### config.mk
export PLATFORM = sky130hd
export DESIGN_NAME = divider
export DESIGN_NICKNAME = d
export VERILOG_FILES = /design/src/rtl/div_pkg.sv /design/src/rtl/div_step.sv /design/src/rtl/divider.sv
export SDC_FILE = /design/constraint.sdc
export NUM_CORES = 1
export LEC_CHECK = 0
export BUFFER_PORTS_ARGS = -buffer_cell sky130_fd_sc_hd__buf_2
export CAP_MARGIN = 20
export CELL_PAD_IN_SITES_DETAIL_PLACEMENT = 1
export CELL_PAD_IN_SITES_GLOBAL_PLACEMENT = 1
export CORE_ASPECT_RATIO = 0.8
export CORE_MARGIN = 3
export CORE_UTILIZATION = 40
export DETAILED_ROUTE_END_ITERATION = 8
export GPL_TIMING_DRIVEN = 0
export PLACE_DENSITY_LB_ADDON = 0.15
export SLEW_MARGIN = 25
export SYNTH_ARGS = -nofsm -noshare
export SYNTH_HDL_FRONTEND = slang
export SYNTH_SLANG_ARGS = --single-unit
### constraint.sdc
create_clock -name clock -period 5.2 [get_ports clock]
set_input_delay 0.52 -clock clock [delete_from_list [all_inputs] [get_ports clock]]
set_output_delay 0.52 -clock clock [all_outputs]
set_load 0.01 [all_outputs]
### src/rtl/div_pkg.sv
// Shared types and sizing constants for the iterative restoring divider.
package div_pkg;

  localparam int DIV_LEN   = 32;
  localparam int DIV_CNT_W = $clog2(DIV_LEN);

  typedef enum logic [1:0] {
    IDLE = 2'd0,
    CALC = 2'd1,
    FIX  = 2'd2,
    DONE = 2'd3
  } div_state_e;

endpackage

### src/rtl/div_step.sv
// One radix-2 restoring iteration: shift in the next dividend bit and
// trial-subtract the divisor.
module div_step #(
  parameter int LEN = 32
) (
  input  logic [LEN-1:0] i_rem,
  input  logic           i_msb,
  input  logic [LEN-1:0] i_dvs,
  output logic [LEN-1:0] o_rem,
  output logic           o_qbit
);

  logic [LEN:0] w_shift;
  logic [LEN:0] w_diff;

  // Partial remainder stays below the divisor, so the LEN+1-bit difference
  // lies in (-2^LEN, 2^LEN) and its MSB is a reliable sign bit.
  assign w_shift = {i_rem, i_msb};
  assign w_diff  = w_shift - {1'b0, i_dvs};
  assign o_qbit  = ~w_diff[LEN];
  assign o_rem   = o_qbit ? w_diff[LEN-1:0] : w_shift[LEN-1:0];

endmodule

### src/rtl/divider.sv
// Iterative radix-2 restoring divider for DIV/DIVU/REM/REMU with flush.
// Optional DIV_SPECIAL_FAST_EN: finish divide-by-zero and signed overflow at the load edge.
module divider
  import div_pkg::*;
#(
  parameter int LEN = DIV_LEN
) (
  input  logic           clock,
  input  logic           reset,
  input  logic           start,
  input  logic           is_signed,
  input  logic [LEN-1:0] dividend,
  input  logic [LEN-1:0] divisor,
  input  logic           flush,
  output logic [LEN-1:0] quotient,
  output logic [LEN-1:0] remainder,
  output logic           busy,
  output logic           done
);

  localparam int CNT_W = (LEN == DIV_LEN) ? DIV_CNT_W : $clog2(LEN);

  div_state_e       r_state;
  div_state_e       w_next;
  logic [CNT_W-1:0] r_cnt;
  logic [LEN-1:0]   r_rem;
  logic [LEN-1:0]   r_acc;
  logic [LEN-1:0]   r_dvs;
  logic [LEN-1:0]   r_quotient;
  logic [LEN-1:0]   r_remainder;
  logic             r_q_neg;
  logic             r_r_neg;
  logic             r_dvz;

  logic             w_dvd_neg;
  logic             w_dvs_neg;
  logic [LEN-1:0]   w_dvd_mag;
  logic [LEN-1:0]   w_dvs_mag;
  logic             w_dvs_zero;
  logic             w_fast;
  logic             w_load;
  logic [LEN-1:0]   w_step_rem;
  logic             w_qbit;

  assign w_dvd_neg  = is_signed & dividend[LEN-1];
  assign w_dvs_neg  = is_signed & divisor[LEN-1];
  assign w_dvd_mag  = w_dvd_neg ? (~dividend + 1'b1) : dividend;
  assign w_dvs_mag  = w_dvs_neg ? (~divisor + 1'b1) : divisor;
  assign w_dvs_zero = (divisor == '0);
  assign w_load     = ((r_state == IDLE) || (r_state == DONE)) & start & ~flush;

`ifdef DIV_SPECIAL_FAST_EN
  localparam logic [LEN-1:0] MIN_NEG = {1'b1, {(LEN-1){1'b0}}};
  assign w_fast = w_dvs_zero | (is_signed & (dividend == MIN_NEG) & (divisor == '1));
`else
  assign w_fast = 1'b0;
`endif

  div_step #(.LEN(LEN)) u_step (
    .i_rem  (r_rem),
    .i_msb  (r_acc[LEN-1]),
    .i_dvs  (r_dvs),
    .o_rem  (w_step_rem),
    .o_qbit (w_qbit)
  );

  // NOTE: registers use non-blocking assignments so every flop samples pre-edge values.
  always_ff @(posedge clock or posedge reset) begin
    if (reset) r_state <= IDLE;
    else       r_state <= w_next;
  end

  // NOTE: the default assignment up front keeps this block free of inferred latches.
  always_comb begin
    w_next = r_state;
    if (flush) begin
      w_next = IDLE;
    end else begin
      case (r_state)
        IDLE, DONE: w_next = start ? (w_fast ? DONE : CALC) : IDLE;
        CALC:       if (r_cnt == '0) w_next = FIX;
        FIX:        w_next = DONE;
        default:    w_next = IDLE;
      endcase
    end
  end

  always_ff @(posedge clock or posedge reset) begin
    if (reset) begin
      r_cnt       <= '0;
      r_rem       <= '0;
      r_acc       <= '0;
      r_dvs       <= '0;
      r_quotient  <= '0;
      r_remainder <= '0;
      r_q_neg     <= 1'b0;
      r_r_neg     <= 1'b0;
      r_dvz       <= 1'b0;
    end else if (w_load) begin
      r_rem   <= '0;
      r_acc   <= w_dvd_mag;
      r_dvs   <= w_dvs_mag;
      r_q_neg <= w_dvd_neg ^ w_dvs_neg;
      r_r_neg <= w_dvd_neg;
      r_dvz   <= w_dvs_zero;
      r_cnt   <= CNT_W'(LEN - 1);
`ifdef DIV_SPECIAL_FAST_EN
      if (w_fast) begin
        r_quotient  <= w_dvs_zero ? '1 : MIN_NEG;
        r_remainder <= w_dvs_zero ? dividend : '0;
      end
`endif
    end else if (!flush && r_state == CALC) begin
      r_rem <= w_step_rem;
      r_acc <= {r_acc[LEN-2:0], w_qbit};
      r_cnt <= r_cnt - 1'b1;
    end else if (!flush && r_state == FIX) begin
      // Signed overflow needs no override: |MIN|/1 negated twice is MIN, remainder 0.
      r_quotient  <= r_dvz ? '1 : (r_q_neg ? (~r_acc + 1'b1) : r_acc);
      r_remainder <= r_r_neg ? (~r_rem + 1'b1) : r_rem;
    end
  end

  assign quotient  = r_quotient;
  assign remainder = r_remainder;
  assign busy      = (r_state == CALC) || (r_state == FIX);
  assign done      = (r_state == DONE);

endmodule

==> results.ini, run 1 <==
[setup_path]
worstPathRequired_ns=5.51
r2r_cells=14
end_kind=register
arrival_ns=4.20
r2r-end=r_rem[29]$_DFFE_PP0N_
r2r_slack_ns=1.31
reg2reg_from=r_acc[31]$_DFFE_PP0N_
cpMostUsedCell=buf_2
setup.worst_path.start=r_acc[31]$_DFFE_PP0N_
slowest_stage=a311oi_1
cpPeakStageDelay_ns=0.50
critPathKind=reg -> reg
cp-start-kind=register
path_cells=inv_1 -> ha_1 -> fa_1 -> nor2b_1 -> o2111ai_1 -> a311oi_1 -> o22ai_1 -> o221a_2 -> and3_1 -> buf_2 -> or2_1 -> buf_2 -> a32oi_1 -> o21ai_0
worst-path-max-fanout=10
endpoint=r_rem[29]$_DFFE_PP0N_

[route]
final_antenna_net_count=0
drcViolationCount=0
wl_per_cell_um=19.3
drt_iter0_drc=571
drtPass1Iterations=6
postRouteWirelength_um=34800
vias_per_cell=5.49
routed-via-count=9917

[sta]
worst_pin_slew_ns=0.945
rsz0062_at_grt=no
hold_ws_ns=0.113
final.min_clock_period_ns=3.89
period_share=0.748
maxSlewViolCount=0
worst_slew_margin_rel=0.368
skew_ns=0.0110
fmax_ghz=0.257
hold_viol_final=0
setup_viol=0

[job]
max-cap-violations=0

[cells_and_area]
antennaDiodeCount=0
area_growth_pct=16.2
nNetsFinal=1547
drive_above_1_share=0.132
final_cells=1805

[die]
pin_count=135
fp.dieH_um=154
initial_core_util=0.412
die_x_um=191
core_area_um2=26600
rows=53
dieArea_um2=29400

[clock_network]
cts_hold_buf=0
cts_tree=done
cts_buffer_depth=2
cts-root-buf=clkbuf_16
clkTransAtPathRegs_ns=0.07
htreeDepth=4
cts_buffers=17
cts.repair.resized=0
cts.sinks=170
post-cts-setup-buffer-count=0
clk_latency_ns=0.44

[synthesis]
postSynthAreaPerCell_um2=8.55
syn_area_um2=11000
yosysMostFrequentCell=o21ai_0
yosysWarnings=0
synth-seq-cells=170
seq_area_frac_synth=0.388
syn_inst=1282
synth-edff-count=0
netlist.area_leader.share=0.388
syn_nets=1393
synth_flop_cell=dfrtp_1
ys_types=63
synthArstFlopShare=1.00
yosysTopAreaCell=dfrtp_1
synth_area_leaders=dfrtp_1 (39%), o21ai_0 (7.9%), xor2_1 (7.4%)
ys_top_cells_by_count=o21ai_0 (174), dfrtp_1 (170), nand2_1 (167), xor2_1 (92), nor2_1 (78)

[place]
place_inst=1774
hpwl_um=26600
gp_congestion=0.897
io_buffers=134

[run_status]
outcome=finished, final reports clean

[min_path]
hold_class=in -> async

[global_route]
antenna_found_initial=0
track_usage=0.238
grt_pass1_vias=10100
grt_pass1_wl_um=55900
overflow=0
grt_max_degree=97

[power_and_ir_drop]
power_leakage_nw=5.69
cellPowerDensity_nw_per_um2=609
vdd_ir_drop_max_v=0.000284

## metal layers
| layer | wire [µm] | track usage |
|---|---|---|
| met1 | 18300 | 0.375 |
| met2 | 14200 | 0.338 |
| met3 | 1910 | 0.0460 |
| met4 | 275 | 0.0423 |
| met5 | 0 | 0 |
## kinds of logic after synthesis
logic type	share of synthesized area
muxes	0.0210
buffers and inverters	0.0433
xor gates and xnor gates	0.118
DFF	0.388
adders and majority gates	0.0486
AOI/OAI and AO/OA	0.218
and+or+nand+nor	0.162
## worst max-delay path: cells and delay by family, from the launching register on
kind	cells	cell delay, ns
DFF	1	0.36
AOI/OAI and AO/OA	6	1.61
adders and majority gates	2	0.62
buffers and inverters	3	0.51
and+or+nand+nor	3	0.65
## flip-flops by register name, summed over array words and instances, names as in the netlist
signal,cells
r_r_neg,1
r_dvs,32
r_rem,32
r_cnt,5
remainder,32
r_q_neg,1
r_acc,32
r_dvz,1
r_state,2
quotient,32
## per-stage QoR
stage,setup slack [ns],setup TNS (ns),area (µm²),utilization,total power [W]
after floorplan,0.0766,0,11000,-,0.00505
after global placement,-2.10,-353.56,12100,0.454,0.00619
after detailed placement,1.46,0,12100,0.456,0.00632
after CTS,1.39,0,12700,0.479,0.00779
after global routing,1.02,0,12700,0.479,0.00842
final,1.31,0,12700,0.479,0.00776
## power by group
part	leakage, nW	total [W]	internal, W	switching, W
logic	3.21	0.00401	0.00156	0.00246
clock network	0.305	0.00140	0.000785	0.000612
registers	2.17	0.00235	0.00183	0.000523
## cells in the final DEF (no fill, tap or decap), types with 5 or more instances in the layout
master / synthesis / layout
nor2b_1: 6 / 6
o21ai_0: 174 / 174
inv_8: 0 / 5
nor2_1: 78 / 78
xnor2_1: 56 / 56
o41ai_1: 15 / 15
o21a_1: 7 / 7
o31ai_1: 26 / 26
o21ai_1: 18 / 18
or4_1: 11 / 11
nand2b_1: 18 / 18
nand2_1: 167 / 167
a21o_1: 11 / 11
nand4_1: 7 / 7
xor2_1: 92 / 92
clkbuf_16: 0 / 17
nor4_1: 16 / 16
nand3_1: 13 / 13
a21oi_1: 75 / 75
mux2i_1: 23 / 23
dfrtp_1: 170 / 170
inv_1: 56 / 55
and2_1: 5 / 5
clkbuf_1: 61 / 61
ha_1: 41 / 41
nor3_1: 15 / 15
a31oi_1: 7 / 7
a32oi_1: 9 / 9
or3_1: 11 / 11
and3_1: 7 / 7
buf_2: 3 / 137
a22oi_1: 29 / 29
## cell type report
class                           count  area [µm²]
Clock buffer                       18         439
Multi-Input combinational cell    989        6230
Sequential cell                   170        4250
Inverter                           56         218
Fill cell                        3252       13900
Clock inverter                     13         183
Timing Repair Buffer              135         698
Buffer                             67         264
Tap cell                          357         447
## how the worst min path moves through the flow
stage                        startpoint                  endpoint  cells after the start  slack, ns
3_3_place_gp   quotient[31]$_DFFE_PP0P_  quotient[31]$_DFFE_PP0P_                      2       0.45
5_1_grt                           reset  quotient[23]$_DFFE_PP0P_                      2       0.16
3_5_place_dp    quotient[0]$_DFFE_PP0P_   quotient[0]$_DFFE_PP0P_                      2       0.46
2_1_floorplan     r_dvs[10]$_DFFE_PP0P_     r_dvs[10]$_DFFE_PP0P_                      2       0.45
6_report                          reset  quotient[23]$_DFFE_PP0P_                      2       0.11
4_1_cts                           reset  quotient[23]$_DFFE_PP0P_                      2       0.15
No activity file was read; power rests on OpenSTA's default activity.
==> run 2, diff against run 1 <==
clock period = 3.4 ns   (was 5.2 ns; I/O delays follow)
==> results.ini, run 2 (synthesis gave the netlist of run 1 again) <==
[place]
hpwl_um=27400  ; +3.1%
place_area_um2=12200  ; +1.1%
gp_congestion=0.891  ; -0.61%
io_buffers=134  ; unchanged

[route]
routed-via-count=10100  ; +1.6%
vias_per_cell=5.53  ; +0.74%
drcViolationCount=0  ; unchanged
final_antenna_net_count=0  ; unchanged
postRouteWirelength_um=35700  ; +2.6%
drt_iter0_drc=558  ; -2.3%
wl_per_cell_um=19.6  ; +1.7%
drtPass1Iterations=5  ; -1

[setup_path]
path_buf_inv=2  ; -1
path_cells=ha_4 -> fa_2 -> nor2b_4 -> o2111ai_4 -> a311oi_4 -> o22ai_2 -> o221a_4 -> and3_4 -> buf_8 -> or2_4 -> buf_8 -> a32oi_2 -> o21ai_1
cpMostUsedCell=buf_8
worstPathRequired_ns=3.71  ; -1.80 ns
r2r_slack_ns=0.009  ; -1.30 ns
worst-path-max-fanout=7  ; -3
reg2reg_from=r_dvs[0]$_DFFE_PP0P_
r2r-end=r_rem[23]$_DFFE_PP0N_
cp-start-kind=register
cpPeakStageDelay_ns=0.46  ; -0.04 ns
r2r_cells=13  ; -1
slowest_stage=dfrtp_2
crit_family=compound AO/OA/AOI/OAI gates
critPathKind=reg -> reg
end_kind=register
arrival_ns=3.70  ; -0.50 ns
setup.worst_path.start=r_dvs[0]$_DFFE_PP0P_

[power_and_ir_drop]
vdd_ir_drop_max_v=0.000387  ; +36%
power.total_w=0.0125  ; +61%
power_leakage_nw=5.89  ; +3.5%
p_int_w=0.00670  ; +61%
pwr-share-seq=0.291  ; -0.012
combPwrFrac=0.542  ; +0.025
cellPowerDensity_nw_per_um2=940  ; +54%
netSwitchingFraction=0.463  ; +0.000895
p_sw_w=0.00579  ; +61%
clockPowerShare=0.167  ; -0.013

[cells_and_area]
drive_above_1_share=0.172  ; +0.0402
utilization=0.500  ; +0.0208
area_growth_pct=21.2
antennaDiodeCount=0  ; unchanged
mostFrequentLayoutCell=nand2_1
layout_common_cells=nand2_1 (167), dfrtp_1 (165), o21ai_0 (160), buf_2 (135), xor2_1 (92)
nNetsFinal=1562  ; +0.97%
fin_area_um2=13300  ; +4.3%

[min_path]
hold_class=in -> reg
min_from=flush
hold_path_end=r_state[1]$_DFFE_PP0P_
hold_path_depth=2

[global_route]
antenna_found_initial=0  ; unchanged
grt_pass1_vias=10100  ; +0.45%
track_usage=0.240  ; +0.00206
grt_max_degree=31  ; -68%
grt_pass1_wl_um=56500  ; +1.1%
overflow=0  ; unchanged

[sta]
rsz0062_at_grt=yes
period_share=0.997  ; +0.249
skew_ns=0.0149  ; +0.00388 ns
worst_slew_margin_rel=0.519  ; +0.151
setup_viol=0  ; unchanged
worst_pin_slew_ns=0.715  ; -0.230 ns
finalSetupTns_ns=0  ; unchanged
fmax_ghz=0.295  ; +15%
maxSlewViolCount=0  ; unchanged
hold_ws_ns=0.168  ; +0.0556 ns
final.min_clock_period_ns=3.39  ; -0.499 ns
hold_viol_final=0  ; unchanged

[die]
die_x_um=191  ; unchanged
initial_core_util=0.412  ; unchanged
pin_count=135  ; unchanged
rows=53  ; unchanged
dieArea_um2=29400  ; unchanged
fp.dieH_um=154  ; unchanged
core_area_um2=26600  ; unchanged

[clock_network]
clkTransAtPathRegs_ns=0.08  ; about the same
cts.sinks=170  ; unchanged
cts-root-buf=clkbuf_16
cts_buffer_depth=2  ; unchanged
cts_buffers=17  ; unchanged
htreeDepth=4  ; unchanged
cts_tree=done
clk_latency_ns=0.44  ; about the same

[run_status]
outcome=finished, final reports clean

[job]
max-cap-violations=0  ; unchanged

-- run 2: cell types whose count changed in the layout (fill, tap and decap cells not counted), sizes merged --
cell / before / now
buf: 140 / 159
bufinv: 3 / 2
clkbuf: 80 / 74
clkinv: 2 / 7
dlygate4sd3: 0 / 1
inv: 63 / 61
-- run 2: through the flow --
step	setup slack, ns	instances
floorplan	0.253	1282
CTS	0.00812	1816
detailed placement	-0.472	1780
global placement	-0.384	1773
global route	-0.0843	1821
finish	0.00867	1821
-- run 2: final cells by class --
type | instances | area (µm²)
tap | 357 | 447
clock inverter | 15 | 204
inverter | 56 | 214
multi-input combinational | 989 | 6470
clock buffer | 17 | 425
timing repair buffer | 156 | 986
sequential | 170 | 4260
fill | 3205 | 13300
buffer | 61 | 278
-- run 2: per-layer routing --
metal / vias up / track usage / wire [µm]
met5: - / 0 / 0
met3: 22 / 0.0543 / 2060
met4: 0 / 0.0384 / 299
met2: 224 / 0.343 / 14900
li1: 4873 / - / -
met1: 4960 / 0.373 / 18400
-- run 2: worst register-to-register path, stage by stage, from the launching register on --
cell and delay, ns:
dfrtp_2 0.46, ha_4 0.19, fa_2 0.42, nor2b_4 0.17, o2111ai_4 0.17, a311oi_4 0.39
o22ai_2 0.15, o221a_4 0.29, and3_4 0.19, buf_8 0.13, or2_4 0.28, buf_8 0.15
a32oi_2 0.21, o21ai_1 0.08
-- run 2: worst max-delay path by stage --
stage                       endpoint  slack (ns)  depth (start not counted)
2_1_floorplan  r_rem[30]$_DFFE_PP0N_        0.25                         14
3_3_place_gp   r_rem[23]$_DFFE_PP0N_       -0.38                         14
3_5_place_dp   r_rem[10]$_DFFE_PP0N_       -0.47                         14
4_1_cts         r_rem[7]$_DFFE_PP0N_       0.008                         13
5_1_grt        r_rem[26]$_DFFE_PP0N_       -0.08                         14
6_report       r_rem[23]$_DFFE_PP0N_       0.009                         13
-- run 2: power groups by stage --
stage               clock, W  combinational (W)  sequential (W)
floorplan                  0            0.00420         0.00352
global placement           0            0.00589         0.00358
detailed placement         0            0.00610         0.00362
CTS                  0.00211            0.00646         0.00360
global route         0.00221            0.00753         0.00375
finish               0.00209            0.00677         0.00364
-- run 2: repair_timing --
action,CTS,global route
hold endpoints to repair,5,0
cloned,2,1
setup buffers,5,7
resized for setup,35,47
hold buffers,1,0
pin swaps,5,17
endpoints found under the setup margin,55,59
==> run 3, diff against run 2 <==
BUFFER_PORTS_ARGS = unset   (was -buffer_cell sky130_fd_sc_hd__buf_2)
CELL_PAD_IN_SITES_DETAIL_PLACEMENT = unset   (was 1)
CELL_PAD_IN_SITES_GLOBAL_PLACEMENT = unset   (was 1)
CORE_MARGIN = 2   (was 3)
CORE_UTILIZATION = 59   (was 40)
DONT_BUFFER_PORTS = 1   (was unset)
==> results.ini, run 3 (synthesis gave the netlist of run 1 again) <==
[route]
routed-via-count=9512  ; -5.6%
drtPass1Iterations=6  ; +1
wl_per_cell_um=19.2  ; -1.8%
postRouteWirelength_um=29900  ; -16%
drt_iter0_drc=977  ; +75%
drcViolationCount=0  ; unchanged
final_antenna_net_count=0  ; unchanged
vias_per_cell=6.13  ; +11%

[clock_network]
cts.sinks=170  ; unchanged
cts_buffer_depth=2  ; unchanged
htreeDepth=4  ; unchanged
cts-root-buf=clkbuf_16
cts_buffers=17  ; unchanged
cts_tree=done
clkTransAtPathRegs_ns=0.07  ; about the same
clk_latency_ns=0.44  ; about the same

[global_route]
track_usage=0.310  ; +0.0701
grt.busiest_layer=met1
grt_use_met1=0.488  ; +0.115
overflow=0  ; unchanged
antenna_found_initial=0  ; unchanged
grt_max_degree=34  ; +9.7%
grt_pass1_wl_um=48000  ; -15%
grt_pass1_vias=9042  ; -11%
grtUsageMet2=0.414  ; +0.0707
grt_use_met3=0.0929  ; +0.0387

[setup_path]
worst-path-max-fanout=3  ; -4
path_cells=inv_2 -> ha_2 -> fa_1 -> nor2b_2 -> o2111ai_2 -> a311oi_2 -> buf_4 -> o21ai_0 -> o21ai_0 -> a31oi_1 -> xnor2_1 -> mux2i_1 -> o21ai_0
r2r_cells=13  ; unchanged
critPathKind=reg -> reg
end_kind=register
cp-start-kind=register
worstPathRequired_ns=3.69  ; -0.02 ns
slowest_stage=o21ai_0
cpMostUsedCell=o21ai_0
cpPeakStageDelay_ns=0.50  ; +0.04 ns
arrival_ns=3.55  ; -0.15 ns

[power_and_ir_drop]
pwr-share-seq=0.326  ; +0.035
p_int_w=0.00625  ; -6.8%
combPwrFrac=0.500  ; -0.042
netSwitchingFraction=0.458  ; -0.00544
cellPowerDensity_nw_per_um2=947  ; +0.67%
power.total_w=0.0115  ; -7.7%
clockPowerShare=0.174  ; +0.007
power_leakage_nw=5.20  ; -12%
vdd_ir_drop_max_v=0.000370  ; -4.5%
p_sw_w=0.00528  ; -8.8%

[die]
dieArea_um2=19700  ; -33%
die_x_um=156  ; -18%
core_area_um2=18200  ; -32%
initial_core_util=0.603  ; +0.191
fp.dieH_um=126  ; -18%
pin_count=135  ; unchanged
rows=44  ; -17%

[place]
io_buffers=0  ; -100%
hpwl_um=22800  ; -17%
place_area_um2=11400  ; -7.0%
gp_congestion=0.917  ; +2.9%

[cells_and_area]
nNetsFinal=1420  ; -9.1%
seqCellArea_um2=4250  ; -0.15%
fin_area_um2=12200  ; -8.4%
antennaDiodeCount=0  ; unchanged
nFillCells=1514  ; -53%
layout_common_cells=o21ai_0 (171), dfrtp_1 (170), nand2_1 (166), xor2_1 (92), nor2_1 (76)
mostFrequentLayoutCell=o21ai_0
utilization=0.670  ; +0.171
area_growth_pct=11.1
multi_input_area_um2=6360  ; -1.8%
drive_above_1_share=0.0703  ; -0.102

[sta]
final.min_clock_period_ns=3.26  ; -0.136 ns
maxSlewViolCount=0  ; unchanged
fmax_ghz=0.307  ; +4.2%
hold_viol_final=0  ; unchanged
skew_ns=0.0115  ; -0.00341 ns
finalSetupTns_ns=0  ; unchanged
worst_slew_margin_rel=0.502  ; -0.0166
rsz0062_at_grt=no
period_share=0.957  ; -0.0400
worst_pin_slew_ns=0.747  ; +0.0315 ns
setup_viol=0  ; unchanged

[job]
max-cap-violations=0  ; unchanged

[run_status]
outcome=finished, final reports clean

[min_path]
hold_path_depth=2  ; unchanged
hold_class=in -> reg

## run 3: cell types whose count changed in the layout (fill, tap and decap cells not counted), moves of 3 or more
cell        delta
mux2i_1        +5
dfrtp_2        -5
buf_2        -134
clkinv_4       -3
buf_4          -4
o21ai_0       +11
clkinvlp_4     +4
mux2i_2        -5
a32oi_1        +4
clkinv_8       -3
buf_8          -3
dfrtp_1        +5
a32oi_2        -4
o21ai_1       -10
## run 3: timing repair
| action | CTS | global route |
|---|---|---|
| hold endpoints to repair | 20 | 0 |
| setup endpoints to repair | 33 | 58 |
| hold buffers | 2 | 0 |
| buffers inserted | 4 | 2 |
| pin swaps | 2 | 3 |
| gates resized for setup | 12 | 30 |
## run 3: path summary, 6_finish.rpt
check / to / from / slack (ns)
worst max register to register: r_rem[16]$_DFFE_PP0N_ / r_acc[31]$_DFFE_PP0N_ / 0.14
min in group asynchronous: quotient[24]$_DFFE_PP0P_ / reset / 0.42
worst min-delay path: r_q_neg$_DFFE_PP0P_ / is_signed / 0.06
max in group asynchronous: r_dvs[4]$_DFFE_PP0P_ / reset / 1.89
worst min register to register: r_dvs[4]$_DFFE_PP0P_ / r_dvs[4]$_DFFE_PP0P_ / 0.48
worst max-delay path: r_rem[16]$_DFFE_PP0N_ / r_acc[31]$_DFFE_PP0N_ / 0.14
## run 3: per-layer routing
| layer | share of wire | vias to the layer above |
|---|---|---|
| li1 | - | 4588 |
| met1 | 0.49 | 4496 |
| met2 | 0.40 | 394 |
| met3 | 0.098 | 34 |
| met4 | 0.012 | 0 |
| met5 | 0 | - |
## run 3: power by group through the flow
stage | combinational, W | clock (W) | sequential (W)
4_1_cts | 0.00555 | 0.00202 | 0.00374
3_3_place_gp | 0.00527 | 0 | 0.00373
5_1_grt | 0.00646 | 0.00212 | 0.00388
3_5_place_dp | 0.00539 | 0 | 0.00377
2_1_floorplan | 0.00420 | 0 | 0.00352
6_report | 0.00576 | 0.00201 | 0.00376
## run 3: area by class of cell
type	count	area share
buffer	61	0.0212
clock buffer	19	0.0372
clock inverter	13	0.0126
inverter	56	0.0176
multi-input combinational	989	0.522
sequential	170	0.349
tap	230	0.0236
timing repair buffer	14	0.0164
## run 3: stage by stage
step                      setup slack, ns  cells  hold WS, ns
final                               0.145   1552       0.0641
after global routing               0.0356   1552       0.0801
after CTS                         0.00590   1553       0.0533
after detailed placement           -0.362   1518        0.269
after global placement             -0.320   1512        0.442
after floorplan                     0.253   1282        0.438
## run 3: critical path, delay by kind of cell (launching register included)
family | cells | cell delay [ns]
AOI/OAI and AO/OA | 6 | 1.45
adders and majority gates | 2 | 0.59
DFF | 1 | 0.35
buffers and inverters | 2 | 0.25
and+or+nand+nor | 1 | 0.17
xor gates and xnor gates | 1 | 0.16
muxes | 1 | 0.15
